--- src/rtl/alu_seq_if.sv ---
// alu_seq_if -- issue/result bundle between the execute stage and alu_seq.
//   master (execute stage): drives Start, A, B, ALUCtrl; observes results.
//   slave  (alu_seq)      : samples the request, drives Busy/Done/Rez/flags.
//   Start/A/B/ALUCtrl : request, sampled on an edge where Busy=0
//   Busy              : MOD iteration in progress
//   Done              : one-cycle completion pulse
//   Rez, COut, Overflow, Zero, DivByZero : registered result and flags
interface alu_seq_if #(
  parameter int WIDTH = 16
);
  logic             Start;
  logic [WIDTH-1:0] A;
  logic [WIDTH-1:0] B;
  logic [2:0]       ALUCtrl;
  logic             Busy;
  logic             Done;
  logic [WIDTH-1:0] Rez;
  logic             COut;
  logic             Overflow;
  logic             Zero;
  logic             DivByZero;

  modport master (
    output Start, A, B, ALUCtrl,
    input  Busy, Done, Rez, COut, Overflow, Zero, DivByZero
  );

  modport slave (
    input  Start, A, B, ALUCtrl,
    output Busy, Done, Rez, COut, Overflow, Zero, DivByZero
  );
endinterface

--- src/rtl/alu_seq.sv ---
// alu_seq -- registered N-bit ALU with a multi-cycle unsigned MOD engine.
//   Clock   : rising-edge clock
//   Reset_n : asynchronous active-low reset
//   io      : alu_seq_if.slave (Start/A/B/ALUCtrl in; Busy/Done/Rez/flags out)
// Single-cycle ops (AND/OR/XOR/ADD/SUB/SLT/reserved, MOD by zero) complete
// on the accepting edge. MOD with a nonzero divisor runs a restoring
// division for WIDTH iterations and returns the remainder.
module alu_seq #(
  parameter int WIDTH = 16
) (
  input  logic     Clock,
  input  logic     Reset_n,
  alu_seq_if.slave io
);

  localparam int CW = $clog2(WIDTH + 1);

  localparam logic [2:0] OP_AND = 3'b000;
  localparam logic [2:0] OP_ADD = 3'b001;
  localparam logic [2:0] OP_OR  = 3'b010;
  localparam logic [2:0] OP_XOR = 3'b011;
  localparam logic [2:0] OP_MOD = 3'b100;
  localparam logic [2:0] OP_SUB = 3'b110;
  localparam logic [2:0] OP_SLT = 3'b111;

  typedef enum logic {IDLE, DIV} state_t;

  state_t           state;
  logic             busy, done, cout, ovf, zero, dbz;
  logic [WIDTH-1:0] rez;
  logic [WIDTH-1:0] dvd;   // dividend shift register
  logic [WIDTH-1:0] dvs;   // latched divisor
  logic [WIDTH-1:0] rem;   // partial remainder; always < divisor after an iteration
  logic [CW-1:0]    cnt;

  // ---------------- single-cycle datapath ----------------
  logic             inv;
  logic [WIDTH:0]   sum;
  logic             add_ovf, sub_ovf;
  logic [WIDTH-1:0] res_c;
  logic             cout_c, ovf_c, dbz_c;
  logic             is_div;

  // SUB and SLT both evaluate A + ~B + 1.
  assign inv     = (io.ALUCtrl == OP_SUB) || (io.ALUCtrl == OP_SLT);
  assign sum     = {1'b0, io.A} + {1'b0, (io.B ^ {WIDTH{inv}})} + {{WIDTH{1'b0}}, inv};
  assign add_ovf = (io.A[WIDTH-1] == io.B[WIDTH-1]) && (sum[WIDTH-1] != io.A[WIDTH-1]);
  assign sub_ovf = (io.A[WIDTH-1] != io.B[WIDTH-1]) && (sum[WIDTH-1] != io.A[WIDTH-1]);
  assign is_div  = (io.ALUCtrl == OP_MOD) && (io.B != '0);

  always_comb begin
    res_c  = '0;
    cout_c = 1'b0;
    ovf_c  = 1'b0;
    dbz_c  = 1'b0;
    case (io.ALUCtrl)
      OP_AND: res_c = io.A & io.B;
      OP_OR:  res_c = io.A | io.B;
      OP_XOR: res_c = io.A ^ io.B;
      OP_ADD: begin
        res_c  = sum[WIDTH-1:0];
        cout_c = sum[WIDTH];
        ovf_c  = add_ovf;
      end
      OP_SUB: begin
        res_c  = sum[WIDTH-1:0];
        cout_c = sum[WIDTH];     // 1 = no borrow
        ovf_c  = sub_ovf;
      end
      // Signed less-than: true sign of A-B is its msb corrected by overflow.
      OP_SLT: res_c = {{(WIDTH-1){1'b0}}, sum[WIDTH-1] ^ sub_ovf};
      // Only reached for B==0 here; a nonzero divisor takes the DIV path.
      OP_MOD: begin
        res_c = io.A;
        dbz_c = 1'b1;
      end
      default: res_c = '0;     // reserved encoding
    endcase
  end

  // ---------------- restoring division step ----------------
  logic [WIDTH:0]   rsh;
  logic             ge;
  logic [WIDTH:0]   rdiff;
  logic [WIDTH-1:0] rem_nxt;

  assign rsh     = {rem, dvd[WIDTH-1]};
  assign ge      = rsh >= {1'b0, dvs};
  assign rdiff   = rsh - {1'b0, dvs};
  // After the restore the remainder is below the divisor, so WIDTH bits hold it.
  assign rem_nxt = ge ? rdiff[WIDTH-1:0] : rsh[WIDTH-1:0];

  // ---------------- control FSM and output registers ----------------
  always_ff @(posedge Clock or negedge Reset_n) begin
    if (!Reset_n) begin
      state <= IDLE;
      busy  <= 1'b0;
      done  <= 1'b0;
      rez   <= '0;
      cout  <= 1'b0;
      ovf   <= 1'b0;
      zero  <= 1'b0;
      dbz   <= 1'b0;
      dvd   <= '0;
      dvs   <= '0;
      rem   <= '0;
      cnt   <= '0;
    end else begin
      done <= 1'b0;
      case (state)
        IDLE: begin
          if (io.Start) begin
            if (is_div) begin
              dvd   <= io.A;
              dvs   <= io.B;
              rem   <= '0;
              cnt   <= CW'(WIDTH);
              busy  <= 1'b1;
              state <= DIV;
            end else begin
              rez  <= res_c;
              cout <= cout_c;
              ovf  <= ovf_c;
              zero <= (res_c == '0);
              dbz  <= dbz_c;
              done <= 1'b1;
            end
          end
        end
        DIV: begin
          dvd <= dvd << 1;
          rem <= rem_nxt;
          cnt <= cnt - CW'(1);
          // Last iteration: publish the remainder in the same edge.
          if (cnt == CW'(1)) begin
            rez   <= rem_nxt;
            cout  <= 1'b0;
            ovf   <= 1'b0;
            zero  <= (rem_nxt == '0);
            dbz   <= 1'b0;
            done  <= 1'b1;
            busy  <= 1'b0;
            state <= IDLE;
          end
        end
        default: state <= IDLE;
      endcase
    end
  end

  assign io.Busy      = busy;
  assign io.Done      = done;
  assign io.Rez       = rez;
  assign io.COut      = cout;
  assign io.Overflow  = ovf;
  assign io.Zero      = zero;
  assign io.DivByZero = dbz;

endmodule

--- src/flat_wrapper.sv ---
// flat-port wrapper written by rule: the top's interface ports become plain ports
module alu_seq_flat 
#(
  parameter int WIDTH = 16
)
  (Clock, Reset_n, io_Start, io_A, io_B, io_ALUCtrl, io_Busy, io_Done, io_Rez, io_COut, io_Overflow, io_Zero, io_DivByZero);
  alu_seq_if #(.WIDTH(WIDTH)) io_i ();
  input  logic Clock;
  input  logic Reset_n;
  input wire logic [$bits(io_i.Start)-1:0] io_Start;
  input wire logic [$bits(io_i.A)-1:0] io_A;
  input wire logic [$bits(io_i.B)-1:0] io_B;
  input wire logic [$bits(io_i.ALUCtrl)-1:0] io_ALUCtrl;
  output wire logic [$bits(io_i.Busy)-1:0] io_Busy;
  output wire logic [$bits(io_i.Done)-1:0] io_Done;
  output wire logic [$bits(io_i.Rez)-1:0] io_Rez;
  output wire logic [$bits(io_i.COut)-1:0] io_COut;
  output wire logic [$bits(io_i.Overflow)-1:0] io_Overflow;
  output wire logic [$bits(io_i.Zero)-1:0] io_Zero;
  output wire logic [$bits(io_i.DivByZero)-1:0] io_DivByZero;
  assign io_i.Start = io_Start;
  assign io_i.A = io_A;
  assign io_i.B = io_B;
  assign io_i.ALUCtrl = io_ALUCtrl;
  assign io_Busy = io_i.Busy;
  assign io_Done = io_i.Done;
  assign io_Rez = io_i.Rez;
  assign io_COut = io_i.COut;
  assign io_Overflow = io_i.Overflow;
  assign io_Zero = io_i.Zero;
  assign io_DivByZero = io_i.DivByZero;
  alu_seq #(.WIDTH(WIDTH)) u_core (.Clock(Clock), .Reset_n(Reset_n), .io(io_i));
endmodule
--- config.mk ---
export PLATFORM = sky130hd
export DESIGN_NAME = alu_seq_flat
export DESIGN_NICKNAME = d
export VERILOG_FILES = /design/src/rtl/alu_seq_if.sv /design/src/rtl/alu_seq.sv /design/src/flat_wrapper.sv
export SDC_FILE = /design/constraint.sdc
export NUM_CORES = 1
export LEC_CHECK = 0
export BUFFER_PORTS_ARGS = -buffer_cell sky130_fd_sc_hd__buf_2
export CAP_MARGIN = 20
export CORE_MARGIN = 8
export CORE_UTILIZATION = 61
export DETAILED_ROUTE_END_ITERATION = 10
export GPL_ROUTABILITY_DRIVEN = 0
export GPL_TIMING_DRIVEN = 0
export PLACE_DENSITY_LB_ADDON = 0.25
export REMOVE_ABC_BUFFERS = 1
export SYNTH_ARGS = -nofsm -noshare
export SYNTH_HDL_FRONTEND = slang
export SYNTH_SLANG_ARGS = --single-unit
--- constraint.sdc ---
create_clock -name Clock -period 4.59 [get_ports Clock]
set_input_delay 0 -clock Clock [delete_from_list [all_inputs] [get_ports Clock]]
set_output_delay 0 -clock Clock [all_outputs]
set_load 0.02 [all_outputs]
---- Word level (Yosys, flattened, before mapping) ----
Index checks and enable logic that the tools add are counted.
storage, ports and cells
  register bits after elaboration ......... 76
  input bits .............................. 38
  output and inout port bits .............. 22
  logic and storage cells ................. 93
operators by class
  $add $sub $neg .......................... 4
  magnitude comparators ................... 1
  equality and inequality tests ........... 14
  mux-type cells .......................... 43
  bitwise gates (word level) .............. 6
  reductions and logical operators ........ 13
operators by type and width
  kind                                                                count
  16-bit two-way mux                                                  8
  16-bit case mux with 2 select lines                                 3
  16-bit case mux with 6 select lines                                 1
  16-bit zero test                                                    2
  16-bit XOR                                                          2
  1-bit two-way mux                                                   20
  16-bit by 16-bit adder with 17-bit output                           1
  17-bit by 1-bit adder with 17-bit output                            1
  17-bit by 16-bit >= comparator with 1-bit output                    1
  16-bit bitwise AND                                                  1
  16-bit bitwise OR                                                   1
  1-bit case mux with 2 select lines                                  8
  16-bit nonzero test                                                 1
  16-bit subtractor                                                   1
  5-bit two-way mux                                                   2
  5-bit case mux with 2 select lines                                  1
  3-bit == test, second input constant                                3
  3-bit AND reduction                                                 3
  3-bit by 2-bit == test with 1-bit output, second input constant     2
  2-bit != test, second input constant                                3
  5-bit by 1-bit == test with 1-bit output, second input constant     1
  5-bit by 1-bit subtractor with 5-bit output, second input constant  1
  3-bit by 1-bit == test with 1-bit output, second input constant     1
  1-bit logical AND                                                   3
  other kinds (9)                                                     10

---- Longest topological paths before layout ----
  word-level depth ........................ 13
  depth in mapped cells ................... 16
  depth with buffers taken out ............ 13

---- Least setup slack after synthesis ----
No wires, ideal clock.
  path kind ............................... input to register
  start point ............................. input port io_ALUCtrl[1]
  end point ............................... register u_core.rez[15], in the netlist u_core.io.Rez[15]
  library setup time ...................... 0.065 ns
  data arrival time ....................... 3.879 ns
  data required time ...................... 4.525 ns
  path slack .............................. 0.646 ns
  stages on the path ...................... 15
  buffers on the path ..................... 4
  path through ............................ clkbuf_1 > clkbuf_1 > clkbuf_1 > nand2_1 > clkbuf_1 > xnor2_1 > ha_1 > and2_1 > a221o_1 > or4_1 > o22a_1 > xnor2_1 > o221a_1 > o211ai_1 > o21a_1
between the ends
  cells in the longest elaborated chain, start to end .. 9
  elaborated cells on any way between the ends .. 19
  classes of those cells .................. add/sub: 2; eq/ne: 7; mux: 4; bitwise: 1; reduce/logical: 5
ends and longest elaborated chain
  what                                       RTL line                      text
  start, declared                            flat_wrapper.sv:13            input wire logic [$bits(io_i.ALUCtrl)-1:0] io_ALUCtrl;
  3-bit == test                              alu_seq.sv:45, alu_seq.sv:56
  1-bit logical OR                           alu_seq.sv:45                 assign inv = (io.ALUCtrl == OP_SUB) || (io.ALUCtrl == OP_SLT);
  16-bit XOR                                 alu_seq.sv:46                 assign sum = {1'b0, io.A} + {1'b0, (io.B ^ {WIDTH{inv}})} + {{WIDTH{1'b0}}, inv};
  16-bit by 16-bit adder with 17-bit output  alu_seq.sv:46
  17-bit by 1-bit adder with 17-bit output   alu_seq.sv:46
  16-bit case mux with 6 select lines        alu_seq.sv:56                 case (io.ALUCtrl)
  16-bit two-way mux                         alu_seq.sv:113                if (is_div) begin
  16-bit two-way mux                         alu_seq.sv:112                if (io.Start) begin
  16-bit case mux with 2 select lines        alu_seq.sv:110                case (state)
  end signal, assigned                       alu_seq.sv:121                rez <= res_c;
  end signal, assigned                       alu_seq.sv:136                rez <= rem_nxt;
  end, declared                              alu_seq.sv:30                 logic [WIDTH-1:0] rez;
Parallel ways exist; a longest one is shown, timed or not. The select of a mux whose other input is x is not followed.
A chain may end at the register's enable or synchronous reset.

---- Worst setup path in the final report ----
  start point ............................. register u_core.rem[7]
  end point ............................... register u_core.zero, in the netlist u_core.io.Zero
between the ends
  cells in the longest elaborated chain, start to end .. 5
  elaborated cells on any way between the ends .. 6
  classes of those cells .................. add/sub: 1; order compare: 1; mux: 3; reduce/logical: 1
ends and longest elaborated chain
  what                                                                                   RTL line                      text
  start, declared                                                                        alu_seq.sv:33                 logic [WIDTH-1:0] rem;
  start signal, assigned                                                                 alu_seq.sv:132                rem <= rem_nxt;
  16-bit subtractor or 17-bit by 16-bit >= comparator with 1-bit output (tied branches)  alu_seq.sv:89, alu_seq.sv:88
  16-bit two-way mux (*)                                                                 alu_seq.sv:91                 assign rem_nxt = ge ? rdiff[WIDTH-1:0] : rsh[WIDTH-1:0];
  16-bit zero test (*)                                                                   alu_seq.sv:139                zero <= (rem_nxt == '0);
  1-bit two-way mux (*)                                                                  alu_seq.sv:135                if (cnt == CW'(1)) begin
  1-bit case mux with 2 select lines (*)                                                 alu_seq.sv:110
  end signal, assigned                                                                   alu_seq.sv:124                zero <= (res_c == '0);
  end signal, assigned                                                                   alu_seq.sv:139
  end, declared                                                                          alu_seq.sv:29                 logic busy, done, cout, ovf, zero, dbz;
Every way passes the cells marked *; elsewhere a longest branch is shown, timed or not. The select of a mux whose other input is x is not followed.

==> flow_summary_export.csv <==
group,metric,value,unit
logic_synthesis,synth_ff_type,"dfrtp_1",
grt,grt_use_total,25.7,%
detailed_routing,first_pass_iters,5,
sta,slew_viol_final,0,
detailed_routing,post_drt_wl_per_cell,18.4,um
power_and_ir_drop,p_leak,3.38,nW
cts,htree_levels,3,
grt,grt_pass1_vias,6337,
placed_design,hpwl,13.4,mm
logic_synthesis,yosysSeqAreaShare,29.2,%
sta,period_share,86.4,%
worst_setup_path,cp_data_required_time,4.88,ns
floorplanning,die_area,14200,um2
sta,worstMarginPinSlew,1.08,ns
logic_synthesis,synth_adder_area_share,13.1,%
worst_setup_path,critPathCaptureType,"flop",
logic_synthesis,ys_ff_latch,76,
logic_synthesis,synthMuxAreaShare,4.15,%
worst_setup_path,r2r-start,"u_core.rem[7]",
detailed_routing,avgViaCountPerCell,6.37,
logic_synthesis,ys_warn_count,0,
logic_synthesis,synth_top_family_by_area,"compound AO/OA/AOI/OAI gates",
worst_hold_path,hp-start,"io_B[15]",
finish,area_growth,10.9,%
grt,grt_pass1_wl,30.0,mm
run,maxCapViolations,0,
floorplanning,core_area,10400,um2
sta,fin_tns_setup,0,ns
cts,numCtsBuffers,9,
grt,grt_overflow,0,
detailed_routing,antenna_left,0,
placed_design,io_buffer_count,59,
cts,cts.sinks,76,
sta,hold_ws,0.0150,ns
cts,cts_buffer_depth,2,
sta,grt_setup_unrepaired,"no",
worst_setup_path,worstSetupStartpointType,"flop",
cts,root_buffer,"clkbuf_8",
sta,layout_min_cycle_time,3.97,ns
worst_hold_path,hold_path_class,"input port to flop",
power_and_ir_drop,irDropWorstVdd,322,uV
logic_synthesis,async_flop_share,100,%
sta,skew,0.00864,ns
floorplanning,die_y,119,um
sta,setup_viol,0,
detailed_routing,vias,6344,
detailed_routing,drt_iter0_markers,508,
finish,finalNetCount,959,
cts,clk_pin_slew,0.08,ns
floorplanning,die_w,119,um
floorplanning,start_util,62.8,%
run_status,outcome,"complete, no violations",
cts,cts_tree,"done",
detailed_routing,drc,0,
logic_synthesis,avgSynthCellArea,8.10,um2
grt,grt_max_degree,55,
cts,cts_setup_buffers,0,
sta,relSlewSlack,28.0,%
detailed_routing,drt_wl_total,18.3,mm
sta,hold_viol_final,0,
logic_synthesis,syn-cell-area,6520,um2
finish,drive_gt1_share,11.5,%
worst_setup_path,critPathMaxFanout,18,
logic_synthesis,synth_compound_area_share,25.1,%
power_and_ir_drop,cellPowerDensity,677,nW/um2
logic_synthesis,yosys.area_share.simple,17.8,%
finish,utilization,69.7,%
floorplanning,ios,60,
worst_setup_path,critPathKind,"flop to flop",
logic_synthesis,yosys.area_share.xor_xnor,4.57,%
sta,fmax,252,MHz
worst_setup_path,startpoint,"u_core.rem[7]",
logic_synthesis,netlist_instances,804,
logic_synthesis,synth_edf_count,0,
cts,insertion_delay,0.37,ns
logic_synthesis,synth.distinct_cells,67,
worst_setup_path,cp.arrival,4.26,ns
floorplanning,fp-row-count,37,
grt,antenna_found_initial,0,
## stage by stage
step | cell area, um2 | instances | setup WS (ns) | power [mW]
floorplan | 6380 | 769 | 1.14 | 3.53
global placement | 6850 | 964 | 0.0670 | 4.15
detailed placement | 6910 | 966 | 0.0298 | 4.33
CTS | 7220 | 995 | 0.405 | 4.86
global route | 7220 | 995 | 0.312 | 5.31
finish | 7230 | 996 | 0.625 | 4.89
## cell usage in the layout, fill, tap and decap left out, types with 26 or more instances in the layout
cell / count
a21oi_1: 54
buf_2: 58
dfrtp_1: 75
ha_1: 65
inv_1: 70
nand2_1: 87
nor2_1: 53
o21ai_0: 57
o21ai_1: 28
xnor2_1: 26
## cells in the mapped netlist (20+ instances only)
library cell | n | share of area (%)
a211oi_1 | 20 | 2.3
a21oi_1 | 54 | 4.1
clkbuf_1 | 31 | 1.8
dfrtp_1 | 76 | 29
ha_1 | 65 | 12
inv_1 | 70 | 4.0
mux2i_1 | 20 | 3.1
nand2_1 | 89 | 5.1
nor2_1 | 53 | 3.1
o21ai_0 | 57 | 4.4
o21ai_1 | 28 | 2.2
xnor2_1 | 26 | 3.5
## routing by layer
metal | GRT usage (%) | wire length (um) | vias up
met2 | 42.2 | 8590 | 283
met3 | 5.86 | 1480 | 83
met1 | 30.9 | 7480 | 2995
li1 | - | - | 2983
met5 | 0 | 0 | -
met4 | 13.3 | 756 | 0
## report_power, final
group	switching (mW)	internal (mW)
clock	0.264	0.247
sequential	0.238	0.981
combinational	1.90	1.27
total	2.40	2.50
## kinds of logic (layout without fill, tap and decap cells)
family	after synthesis	in the layout
AO/OA/AOI/OAI	252	252
AND/OR/NAND/NOR	244	244
multiplexers	26	26
other	0	1
adder cells (fa/ha/maj)	67	67
buffers and inverters	105	160
flip-flops	76	76
XOR/XNOR	34	34
## registers in the layout (all words and copies together), names as in the netlist
signal / cells
u_core.cnt: 5
u_core.dvd: 16
u_core.dvs: 16
u_core.io.Busy: 1
u_core.io.COut: 1
u_core.io.DivByZero: 1
u_core.io.Done: 1
u_core.io.Overflow: 1
u_core.io.Rez: 16
u_core.io.Zero: 1
u_core.rem: 16
u_core.state: 1
## path summary, 6_finish.rpt
kind / end / slack [ns] / cells past startpoint
worst max-delay path: u_core.io.Zero / 0.62 / 10
worst min-delay path: u_core.dvs[15] / 0.01 / 3
worst max register to register: u_core.io.Zero / 0.62 / 10
worst min register to register: u_core.io.Rez[4] / 0.47 / 1
max in group asynchronous: u_core.rem[5] / 3.93 / 3
min in group asynchronous: u_core.dvd[1] / 0.08 / 2
## critical path: stages, from the launching register on
cell and delay, ns:
dfrtp_1 0.43, ha_1 0.40, a21oi_1 0.37, nor2_1 0.08, a211oi_1 0.38, a21oi_1 0.23
o31ai_4 0.89, nand4_1 0.31, a2111oi_2 0.48, nand4_1 0.16, o211ai_2 0.15
## layout make-up
| class | instances | area (um2) |
|---|---|---|
| Antenna cell | 1 | 2.50 |
| Clock inverter | 6 | 55.1 |
| Inverter | 70 | 263 |
| Timing Repair Buffer | 74 | 475 |
| Multi-Input combinational cell | 623 | 4230 |
| Tap cell | 136 | 170 |
| Clock buffer | 10 | 128 |
| Fill cell | 827 | 3140 |
| Sequential cell | 76 | 1900 |
## repair_timing
action,4_1_cts,5_1_grt
endpoints found under the setup margin,0,1
resized for setup,0,1
endpoints found under the hold margin,88,0
hold buffers,13,0
Note: power is estimated with default switching activity, not from simulation.
